==> src/rtl/hsi_encoder_if.sv <==
// Byte write port of the HSI transmitter: data/last with a write strobe.
// The encoder signals back through ready; a write is taken only while ready is high.
interface hsi_encoder_if;
    logic [7:0] data;
    logic       last;
    logic       wr;
    logic       ready;

    modport master (output data, output last, output wr, input ready);
    modport slave  (input data, input last, input wr, output ready);
endinterface

==> src/rtl/hsi_encoder.sv <==
// HSI line transmitter: frames bytes as start/8 data/parity/stop at BIT_TICKS clk_en ticks per bit.
// A start bit follows one tick after a byte is held; ready drops while the one-byte holding register is full.
`ifndef LSB
`define LSB 0
`endif
`ifndef ML_FST
`define ML_FST `LSB
`endif

module hsi_encoder #(
    parameter int BIT_TICKS = 8,
    parameter int GAP_BITS  = 2
) (
    input  logic         clk,
    input  logic         n_rst,
    input  logic         clk_en,
    hsi_encoder_if.slave bus,
    output logic         q,
    output logic         busy,
    output logic         msg_done,
    output logic         underrun
);

    // The build normally takes ML_FST from hsi_config.vh; the defaults above give LSB first.
    localparam bit LSB_FIRST = (`ML_FST == `LSB);

    localparam int GAP_TICKS = GAP_BITS * BIT_TICKS;
    localparam int TW        = (BIT_TICKS > 1) ? $clog2(BIT_TICKS) : 1;
    localparam int GW        = (GAP_TICKS > 1) ? $clog2(GAP_TICKS) : 1;
    localparam logic [TW-1:0] TICK_LAST = TW'(BIT_TICKS - 1);
    localparam logic [GW-1:0] GAP_LAST  = GW'(GAP_TICKS - 1);
    localparam logic [3:0]    STOP_IDX  = 4'd10;

    typedef enum logic [1:0] {IDLE, FRAME, STALL, GAP} state_t;

    state_t        state, state_nx;
    logic [7:0]    hold_dat;
    logic          hold_last;
    logic          hold_full;
    logic [7:0]    frame_dat;
    logic          frame_last;
    logic [TW-1:0] tick_cnt, tick_nx;
    logic [3:0]    bit_idx, idx_nx;
    logic [GW-1:0] gap_cnt, gap_nx;
    logic          q_nx, busy_nx, done_nx, under_nx;
    logic          take;

    assign bus.ready = ~hold_full;

    function automatic logic line_bit(input logic [3:0] idx, input logic [7:0] d);
        logic [2:0] k;
        k = 3'(idx - 4'd1);
        case (idx)
            4'd0:    line_bit = 1'b0;
            4'd9:    line_bit = ~^d;
            4'd10:   line_bit = 1'b1;
            default: line_bit = LSB_FIRST ? d[k] : d[3'd7 - k];
        endcase
    endfunction

    always_ff @(posedge clk or negedge n_rst) begin
        if (!n_rst) begin
            hold_dat   <= '0;
            hold_last  <= 1'b0;
            hold_full  <= 1'b0;
            frame_dat  <= '0;
            frame_last <= 1'b0;
        end else if (take) begin
            hold_full  <= 1'b0;
            frame_dat  <= hold_dat;
            frame_last <= hold_last;
        end else if (bus.wr && !hold_full) begin
            hold_dat  <= bus.data;
            hold_last <= bus.last;
            hold_full <= 1'b1;
        end
    end

    always_ff @(posedge clk or negedge n_rst) begin
        if (!n_rst) begin
            state    <= IDLE;
            tick_cnt <= '0;
            bit_idx  <= '0;
            gap_cnt  <= '0;
            q        <= 1'b1;
            busy     <= 1'b0;
            msg_done <= 1'b0;
            underrun <= 1'b0;
        end else begin
            state    <= state_nx;
            tick_cnt <= tick_nx;
            bit_idx  <= idx_nx;
            gap_cnt  <= gap_nx;
            q        <= q_nx;
            busy     <= busy_nx;
            msg_done <= done_nx;
            underrun <= under_nx;
        end
    end

    always_comb begin
        state_nx = state;
        tick_nx  = tick_cnt;
        idx_nx   = bit_idx;
        gap_nx   = gap_cnt;
        q_nx     = q;
        busy_nx  = busy;
        done_nx  = 1'b0;
        under_nx = 1'b0;
        take     = 1'b0;
        if (clk_en) begin
            case (state)
                IDLE, STALL: begin
                    if (hold_full) begin
                        take     = 1'b1;
                        state_nx = FRAME;
                        q_nx     = 1'b0;
                        busy_nx  = 1'b1;
                        tick_nx  = '0;
                        idx_nx   = '0;
                    end
                end
                FRAME: begin
                    if (tick_cnt == TICK_LAST) begin
                        tick_nx = '0;
                        if (bit_idx == STOP_IDX) begin
                            // Last frame wins over a held byte: that byte opens the next message.
                            if (frame_last) begin
                                state_nx = GAP;
                                gap_nx   = '0;
                                q_nx     = 1'b1;
                            end else if (hold_full) begin
                                take   = 1'b1;
                                q_nx   = 1'b0;
                                idx_nx = '0;
                            end else begin
                                state_nx = STALL;
                                under_nx = 1'b1;
                                q_nx     = 1'b1;
                            end
                        end else begin
                            idx_nx = bit_idx + 4'd1;
                            q_nx   = line_bit(bit_idx + 4'd1, frame_dat);
                        end
                    end else begin
                        tick_nx = tick_cnt + TW'(1);
                    end
                end
                GAP: begin
                    if (gap_cnt == GAP_LAST) begin
                        state_nx = IDLE;
                        done_nx  = 1'b1;
                        busy_nx  = 1'b0;
                        gap_nx   = '0;
                    end else begin
                        gap_nx = gap_cnt + GW'(1);
                    end
                end
                default: state_nx = IDLE;
            endcase
        end
    end

endmodule

==> src/flat_wrapper.sv <==
// flat-port wrapper written by rule: the top's interface ports become plain ports
module hsi_encoder_flat 
#(
    parameter int BIT_TICKS = 8,
    parameter int GAP_BITS  = 2
)
  (clk, n_rst, clk_en, q, busy, msg_done, underrun, bus_data, bus_last, bus_wr, bus_ready);
  hsi_encoder_if bus_i ();
  input  logic clk;
  input  logic n_rst;
  input  logic clk_en;
  output logic q;
  output logic busy;
  output logic msg_done;
  output logic underrun;
  input wire logic [$bits(bus_i.data)-1:0] bus_data;
  input wire logic [$bits(bus_i.last)-1:0] bus_last;
  input wire logic [$bits(bus_i.wr)-1:0] bus_wr;
  output wire logic [$bits(bus_i.ready)-1:0] bus_ready;
  assign bus_i.data = bus_data;
  assign bus_i.last = bus_last;
  assign bus_i.wr = bus_wr;
  assign bus_ready = bus_i.ready;
  hsi_encoder #(.BIT_TICKS(BIT_TICKS), .GAP_BITS(GAP_BITS)) u_core (.clk(clk), .n_rst(n_rst), .clk_en(clk_en), .bus(bus_i), .q(q), .busy(busy), .msg_done(msg_done), .underrun(underrun));
endmodule
==> config.mk <==
export PLATFORM = sky130hd
export DESIGN_NAME = hsi_encoder_flat
export DESIGN_NICKNAME = d
export VERILOG_FILES = /design/src/rtl/hsi_encoder_if.sv /design/src/rtl/hsi_encoder.sv /design/src/flat_wrapper.sv
export SDC_FILE = /design/constraint.sdc
export NUM_CORES = 1
export LEC_CHECK = 0
export BUFFER_PORTS_ARGS = -buffer_cell sky130_fd_sc_hd__buf_2
export CORE_ASPECT_RATIO = 1.1
export CORE_MARGIN = 1.5
export CORE_UTILIZATION = 50
export DETAILED_ROUTE_END_ITERATION = 16
export PLACE_DENSITY = 0.81
export SKIP_CTS_REPAIR_TIMING = 1
export SLEW_MARGIN = 20
export SYNTH_ARGS = -nofsm -noshare
export SYNTH_HDL_FRONTEND = slang
export SYNTH_SLANG_ARGS = --single-unit
==> constraint.sdc <==
create_clock -name clk -period 2 [get_ports clk]
set_clock_uncertainty 0.15 [all_clocks]
set_input_delay 0.2 -clock clk [delete_from_list [all_inputs] [get_ports clk]]
set_output_delay 0.2 -clock clk [all_outputs]
set_load 0.02 [all_outputs]
After elaboration in Yosys (flattened, before gate mapping)
Index checks and enable logic that the tools add are counted.
{"block": "word_totals", "regBits": 36, "inputBits": 13, "out_inout_bits": 5, "elab_cells": 100}
{"block": "op_classes", "addsub": 4, "n_lt_le_gt_ge": 1, "n_eq_ne": 15, "muxes": 48, "bitwise_logic": 2, "n_reduce_logical": 17}
{"cell": "$mux 4", "n": 8}
{"cell": "$mux 1", "n": 23}
{"cell": "$eq 4x4->1 const B", "n": 4}
{"cell": "$pmux 4 s2", "n": 2}
{"cell": "$mux 2", "n": 6}
{"cell": "$reduce_and 4->1", "n": 3}
{"cell": "$ne 2x1->1 const B", "n": 5}
{"cell": "$add 4x1->4 const B", "n": 2}
{"cell": "$reduce_bool 2->1", "n": 4}
{"cell": "$reduce_xnor 8->1", "n": 1}
{"cell": "$mux 3", "n": 2}
{"cell": "$ne 3x3->1 const B", "n": 2}
{"cell": "$pmux 1 s2", "n": 3}
{"cell": "$pmux 2 s3", "n": 1}
{"cell": "$pmux 3 s2", "n": 1}
{"cell": "$reduce_and 6->1", "n": 1}
{"cell": "$reduce_and 5->1", "n": 1}
{"cell": "$eq 2x2->1 const B", "n": 2}
{"cell": "$logic_not 4->1", "n": 1}
{"cell": "$lt 3x4->1 const B", "n": 1}
{"cell": "$add 3x1->3 const B", "n": 1}
{"cell": "$bmux 1 s3", "n": 1}
{"cell": "$eq 3x3->1 const B", "n": 1}
{"cell": "$pmux 1 s3", "n": 1}
{"cell": "9 further kinds", "n": 10}

Logic depth before layout (Yosys ltp)
Gate-level depths: netlist of the first run.
{"block": "logic_depth", "depth_word": 8, "ltp_mapped": 8, "ltp_nobuf": 7}

Worst setup path before layout of the first run
Ideal clock, no wire load.
{"block": "synth_timing", "kind": "register -> register", "startpoint": "register u_core.bit_idx[0]", "endpoint": "register u_core.q", "setup_time_ps": 85, "arrival_time_ps": 1865, "required_time_ps": 1765, "setup_slack_ps": -101, "stages_incl_launch_ff": 8, "path_buffers": 1, "synth_period_minus_slack_ps": 2101, "cell_sequence": "dfrtp_1 -> clkbuf_1 -> inv_1 -> ha_1 -> mux4_2 -> mux2i_1 -> a211o_1 -> a31oi_1"}
{"block": "synth_via", "elab_chain_cells": 8, "elab_cells_between_ends": 12, "cone_classes": "2 x add/sub; 3 x eq/ne; 6 x mux; 1 x reduce/logical"}
{"item": "start: declaration", "line_no": "hsi_encoder.sv:43", "rtl": "logic [3:0] bit_idx, idx_nx;"}
{"item": "start signal: assignment", "line_no": "hsi_encoder.sv:92", "rtl": "bit_idx <= idx_nx;"}
{"item": "$add 4x1->4", "line_no": "hsi_encoder.sv:143", "rtl": "q_nx = line_bit(bit_idx + 4'd1, frame_dat);"}
{"item": "$sub 3x1->3", "line_no": "hsi_encoder.sv:52", "rtl": "k = 3'(idx - 4'd1);"}
{"item": "$bmux 1 s3", "line_no": "hsi_encoder.sv:57", "rtl": "default: line_bit = LSB_FIRST ? d[k] : d[3'd7 - k];"}
{"item": "$mux 1 (not written as such)", "line_no": "hsi_encoder.sv:57"}
{"item": "$pmux 1 s3", "line_no": "hsi_encoder.sv:53", "rtl": "case (idx)"}
{"item": "$mux 1 (*)", "line_no": "hsi_encoder.sv:126", "rtl": "if (bit_idx == STOP_IDX) begin"}
{"item": "$mux 1 (*)", "line_no": "hsi_encoder.sv:124", "rtl": "if (tick_cnt == TICK_LAST) begin"}
{"item": "$pmux 1 s2 (*)", "line_no": "hsi_encoder.sv:112", "rtl": "case (state)"}
{"item": "end signal: assignment", "line_no": "hsi_encoder.sv:94", "rtl": "q <= q_nx;"}
{"item": "end: declaration", "line_no": "hsi_encoder.sv:18", "rtl": "output logic q,"}
Every way passes the cells marked *; elsewhere a longest branch is shown, timed or not. The select of a mux whose other input is x is not followed.
A chain may end at the register's enable or synchronous reset.

Final worst setup path of the first run
Same ends and word-level chain as after synthesis.

==> results of run 1 <==
## cell type report
cell class	count	share of cell area, %
multi-input combinational	135	44.9
sequential	36	36.7
timing repair buffer	39	11.2
clock buffer	5	2.80
tap	52	2.65
clock inverter	3	0.968
inverter	5	0.765
## stage by stage
stage	hold slack (ns)	cells	setup TNS, ns	power (µW)	setup WS (ns)
floorplan	-0.246	185	0	2130	0.00272
global placement	0.182	255	0	2390	0.0494
detailed placement	0.185	255	-0.0418	2440	-0.0148
CTS	-0.141	263	-0.0542	2980	-0.0201
global route	0.0167	275	-0.0587	3260	-0.0312
finish	0.0186	275	0	3040	0.0684
## worst max path at each step
| stage | startpoint | to | slack, ns |
|---|---|---|---|
| 3_5_place_dp | u_core.tick_cnt[1] | u_core.frame_dat[6] | -0.01 |
| 2_1_floorplan | u_core.bit_idx[0] | u_core.q | 0.003 |
| 4_1_cts | u_core.tick_cnt[1] | u_core.frame_dat[6] | -0.02 |
| 5_1_grt | u_core.bit_idx[0] | u_core.q | -0.03 |
| 6_report | u_core.bit_idx[0] | u_core.q | 0.07 |
| 3_3_place_gp | u_core.tick_cnt[1] | u_core.frame_dat[6] | 0.05 |
## registers in the layout, summed over array words and instances (netlist names)
name	flops
u_core.tick_cnt	3
u_core.gap_cnt	4
u_core.bit_idx	4
u_core.state	2
u_core.msg_done	1
u_core.frame_dat	8
u_core.q	1
u_core.hold_last	1
u_core.hold_dat	8
u_core.busy	1
u_core.underrun	1
u_core.frame_last	1
u_core.hold_full	1
## power breakdown
part / total (µW) / switching (µW) / internal, µW
Clock: 523 / 276 / 246
Sequential: 1230 / 241 / 986
Combinational: 1290 / 569 / 720
Total: 3040 / 1090 / 1950
## worst register-to-register path, cell delays in order, from the launching register on
cell	delay [ns]
dfrtp_1	0.35
inv_1	0.10
ha_2	0.39
mux4_2	0.51
mux2i_1	0.18
a211o_1	0.12
a31oi_1	0.07
## metal layers
layer | global-route usage (%) | routed length [µm] | share of wire, %
met1 | 26.1 | 1780 | 45
met2 | 28.1 | 1930 | 49
met3 | 5.52 | 133 | 3.4
met4 | 9.42 | 112 | 2.8
met5 | 0 | 0 | 0
## cell usage after synthesis (2+ instances only)
cell      instances  area, µm²
o21ai_0          18       90.1
dfrtp_1          35        876
nand2_1          17       63.8
a31oi_1           2       12.5
nor2_1            7       26.3
inv_1             5       18.8
nand3_1           7       35.0
ha_1              8        100
buf_2             4       20.0
a22o_1            3       26.3
mux4_2            2       45.0
mux2_2           17        191
a21oi_1           9       45.0
clkbuf_1          4       15.0
a21o_1            2       15.0
nor2b_1           2       12.5
xnor2_1           8       70.1
a21boi_0          3       22.5
o31ai_1           4       30.0
mux2_4            2       30.0
and3b_1           3       26.3
mux2i_1           2       20.0
## cells by family after synthesis
logic type / count (synthesis) / share of synthesized area (%)
and+or+nand+nor: 47 / 13.7
muxes: 23 / 14.2
AOI/OAI and AO/OA: 47 / 15.3
adders and majority gates: 8 / 4.95
xor gates and xnor gates: 9 / 3.90
buffers and inverters: 15 / 3.28
DFF: 36 / 44.6
==> out/results.ini, run 1 <==
[status]
outcome=complete, no violations

[finish]
nets=243
regArea_um2=902
multiInputGateArea_um2=1100
antenna_cells=0
design_area_um2=2450
final_core_util_pct=62.4
final_common_cell=dfrtp_1
layout_common_cells=dfrtp_1 (35), o21ai_0 (18), nand2_1 (17), mux2_2 (17), buf_2 (17)
filler_cell_count=300
area_delta_synth_final_pct=21.4
drive_gt1_share_pct=32.3

[global_routing]
antenna_found_initial=0
grt_usage_pct=19.2
grt_pass1_vias=1416
grt_max_degree=37
overflow=0
grt_first_pass_wirelength_um=6530

[route]
drcViolationCount=0
drt_iter0_drc=61
vias_per_cell=5.48
drt-total-wl_um=3960
first_pass_iters=4
routed-via-count=1508
ant_nets=0
wl_per_cell_um=14.4

[floorplanning]
die_width_um=63.6
die_height_um=69.7
initial_core_util_pct=51.4
rows=24
design.core.area_um2=3930
dieArea_um2=4430
ios=18

[worst_hold_path]
worstHoldPathType=input pin to register
min_from=bus_data[6]
min_to=u_core.hold_dat[6]
min_path_cells=2

[pwr]
ir_drop_mv=0.802
p_leak_uw=0.00113
powerDensity_nw_per_um2=1240

[clock_tree]
cts_buffers=5
cts_tree=yes
cts_root_buf=clkbuf_8
clkSlewWorstSetupHoldPaths_ns=0.08
cts.sinks=36
cts_max_level=2
cts_buffer_depth=2
insertion_delay_ns=0.30

[place]
hpwl_um=2650
placed_area_um2=2210
portBuffers=17
place_congestion=0.842

[timing]
max_freq_mhz=518
setup_viol_count_final=0
rsz0062_at_grt=yes
hold_viol_final=0
slew_viol_final=0
finalCritPeriodShare_pct=96.6
relSlewSlack_pct=46.7
tightestPinTransition_ns=0.799
period_needed_ns=1.93

[logic_synthesis]
synth_edf_count=0
async_flop_share_pct=100
syn_nets=206
netlist_area_um2=2020
synth_seq_area_share_pct=44.6
synth.distinct_cells=43
ys_seq_elements=36
ys_warn_count=0
syn_area_per_cell_um2=10.9
netlist_instances=185
synthFlopType=dfrtp_1

[worst_setup_path]
r2r_slack_ns=0.07
max_stage_delay_ns=0.51
crit_chain=inv_1, ha_2, mux4_2, mux2i_1, a211o_1, a31oi_1
rr_startpoint=u_core.bit_idx[0]
worstSetupStartpointType=register
ff2ff_path_depth=6
path_delay_family=multiplexers
crit_arrival_ns=2.01
slowest_stage=mux4_2
reg2reg_to=u_core.q
path_max_fanout=3
path_class=register to register
path_buf_inv=1
crit_path_end_kind=register
worst_ep_required_time_ns=2.08
crit_cells=6

[job]
drv_cap=0

Power figures use the tool's default switching activity.
==> inputs of run 2 (changes only) <==
--- a/config.mk
+++ b/config.mk
@@ -14,3 +14,3 @@
 export SKIP_CTS_REPAIR_TIMING = 1
-export SLEW_MARGIN = 20
+export SLEW_MARGIN = 10
 export SYNTH_ARGS = -nofsm -noshare
==> constraint.sdc (replaced) <==
create_clock -name clk -period 2 [get_ports clk]
set_clock_uncertainty 0.15 [all_clocks]
set_input_delay 0.1 -clock clk [delete_from_list [all_inputs] [get_ports clk]]
set_output_delay 0.1 -clock clk [all_outputs]
set_load 0.02 [all_outputs]
==> out/results.ini, run 2 (synthesis results as in run 1) <==
[timing]
max_freq_mhz=517  ; about the same
hold_viol_final=0  ; unchanged
relSlewSlack_pct=47.5  ; +0.75 points
finalCritPeriodShare_pct=96.6  ; about the same
rsz0062_at_grt=yes
tightestPinTransition_ns=0.788  ; -0.0112 ns
slew_viol_final=0  ; unchanged
setup_viol_count_final=0  ; unchanged
hold_ws_ns=0.0314  ; +0.0128 ns
period_needed_ns=1.93  ; +0.00108 ns

[worst_setup_path]
path_buf_inv=1  ; unchanged
max_stage_delay_ns=0.51  ; about the same
worst_ep_required_time_ns=2.08  ; about the same
r2r_slack_ns=0.07  ; about the same
path_delay_family=multiplexers
crit_cells=6  ; unchanged
crit_arrival_ns=2.01  ; about the same
worstSetupStartpointType=register
crit_path_end_kind=register
slowest_stage=mux4_2
crit_chain=inv_1, ha_2, mux4_2, mux2i_1, a211o_1, a31oi_1
ff2ff_path_depth=6  ; unchanged
path_max_fanout=3  ; unchanged
path_class=register to register

[clock_tree]
cts.sinks=36  ; unchanged
cts_max_level=2  ; unchanged
cts_buffers=5  ; unchanged
cts_buffer_depth=2  ; unchanged
insertion_delay_ns=0.30  ; about the same
clkSlewWorstSetupHoldPaths_ns=0.08  ; about the same
cts_root_buf=clkbuf_8
cts_tree=yes

[route]
drcViolationCount=0  ; unchanged
ant_nets=0  ; unchanged
wl_per_cell_um=14.4  ; +0.19%
drt-total-wl_um=3980  ; +0.56%
drt_iter0_drc=63  ; +3.3%
routed-via-count=1521  ; +0.86%
first_pass_iters=4  ; unchanged
vias_per_cell=5.51  ; +0.50%

[floorplanning]
design.core.area_um2=3930  ; unchanged
initial_core_util_pct=51.4  ; unchanged
die_height_um=69.7  ; unchanged
rows=24  ; unchanged
die_width_um=63.6  ; unchanged
dieArea_um2=4430  ; unchanged
ios=18  ; unchanged

[place]
placed_area_um2=2210  ; unchanged
hpwl_um=2650  ; unchanged
place_congestion=0.842  ; unchanged
portBuffers=17  ; unchanged

[global_routing]
grt_pass1_vias=1416  ; unchanged
grt_first_pass_wirelength_um=6530  ; unchanged
grt_max_degree=37  ; unchanged
overflow=0  ; unchanged
antenna_found_initial=0  ; unchanged
grt_usage_pct=19.2  ; unchanged

[finish]
reg_top3=u_core.frame_dat: 8 flops, u_core.hold_dat: 8 flops
antenna_cells=0  ; unchanged
layout_common_cells=dfrtp_1 (35), o21ai_0 (18), nand2_1 (17), mux2_2 (17), buf_2 (17)
drive_gt1_share_pct=32.1  ; -0.14 points
design_area_um2=2460  ; +0.41%
nets=244  ; +0.41%
area_delta_synth_final_pct=21.9
final_common_cell=dfrtp_1

[pwr]
ir_drop_mv=0.797  ; -0.64%
powerDensity_nw_per_um2=1230  ; -0.35%
p_leak_uw=0.00113  ; +0.37%

[status]
outcome=complete, no violations

[job]
drv_cap=0  ; unchanged

[worst_hold_path]
min_path_cells=3  ; +1
worstHoldPathType=input pin to register

## run 2: worst paths after layout
| path | from | to |
|---|---|---|
| worst max register to register | u_core.bit_idx[0] | u_core.q |
| worst max-delay path | u_core.bit_idx[0] | u_core.q |
| max in group asynchronous | n_rst | u_core.msg_done |
| worst min register to register | u_core.gap_cnt[3] | u_core.gap_cnt[3] |
| min in group asynchronous | n_rst | u_core.hold_dat[4] |
| worst min-delay path | clk_en | u_core.msg_done |
## run 2: metrics by stage
step / total power [µW] / setup TNS (ns) / setup slack [ns] / utilization (%) / instances
2_1_floorplan: 2130 / 0 / 0.00272 / - / 185
3_3_place_gp: 2390 / 0 / 0.0494 / 56.1 / 255
3_5_place_dp: 2440 / -0.0418 / -0.0148 / 56.1 / 255
4_1_cts: 2980 / -0.0542 / -0.0201 / 58.5 / 263
5_1_grt: 3260 / -0.0587 / -0.0312 / 62.7 / 276
6_report: 3040 / 0 / 0.0673 / 62.7 / 276
## run 2: tightest hold or removal path, cell delays in order
cell and delay (ns):
buf_2 0.18, nand3_1 0.12, nor2_1 0.04
## run 2: where the power goes
group | switching (µW) | internal [µW]
combinational | 571 | 722
sequential | 240 | 986
clock | 275 | 246
total | 1090 | 1950
## run 2: area by class of cell
type	count	area (µm²)
Clock buffer	5	68.8
Clock inverter	3	23.8
Fill cell	300	1470
Inverter	5	18.8
Multi-Input combinational cell	135	1100
Sequential cell	36	902
Tap cell	52	65.1
Timing Repair Buffer	40	285
## run 2: metal layers
| metal | track usage (%) | up-vias | wire length (µm) | share of wire, % |
|---|---|---|---|---|
| met2 | 28.1 | 36 | 1890 | 48 |
| met5 | 0 | - | 0 | 0 |
| li1 | - | 745 | - | - |
| met4 | 9.42 | 0 | 112 | 2.8 |
| met1 | 26.1 | 729 | 1810 | 46 |
| met3 | 5.52 | 11 | 160 | 4.0 |
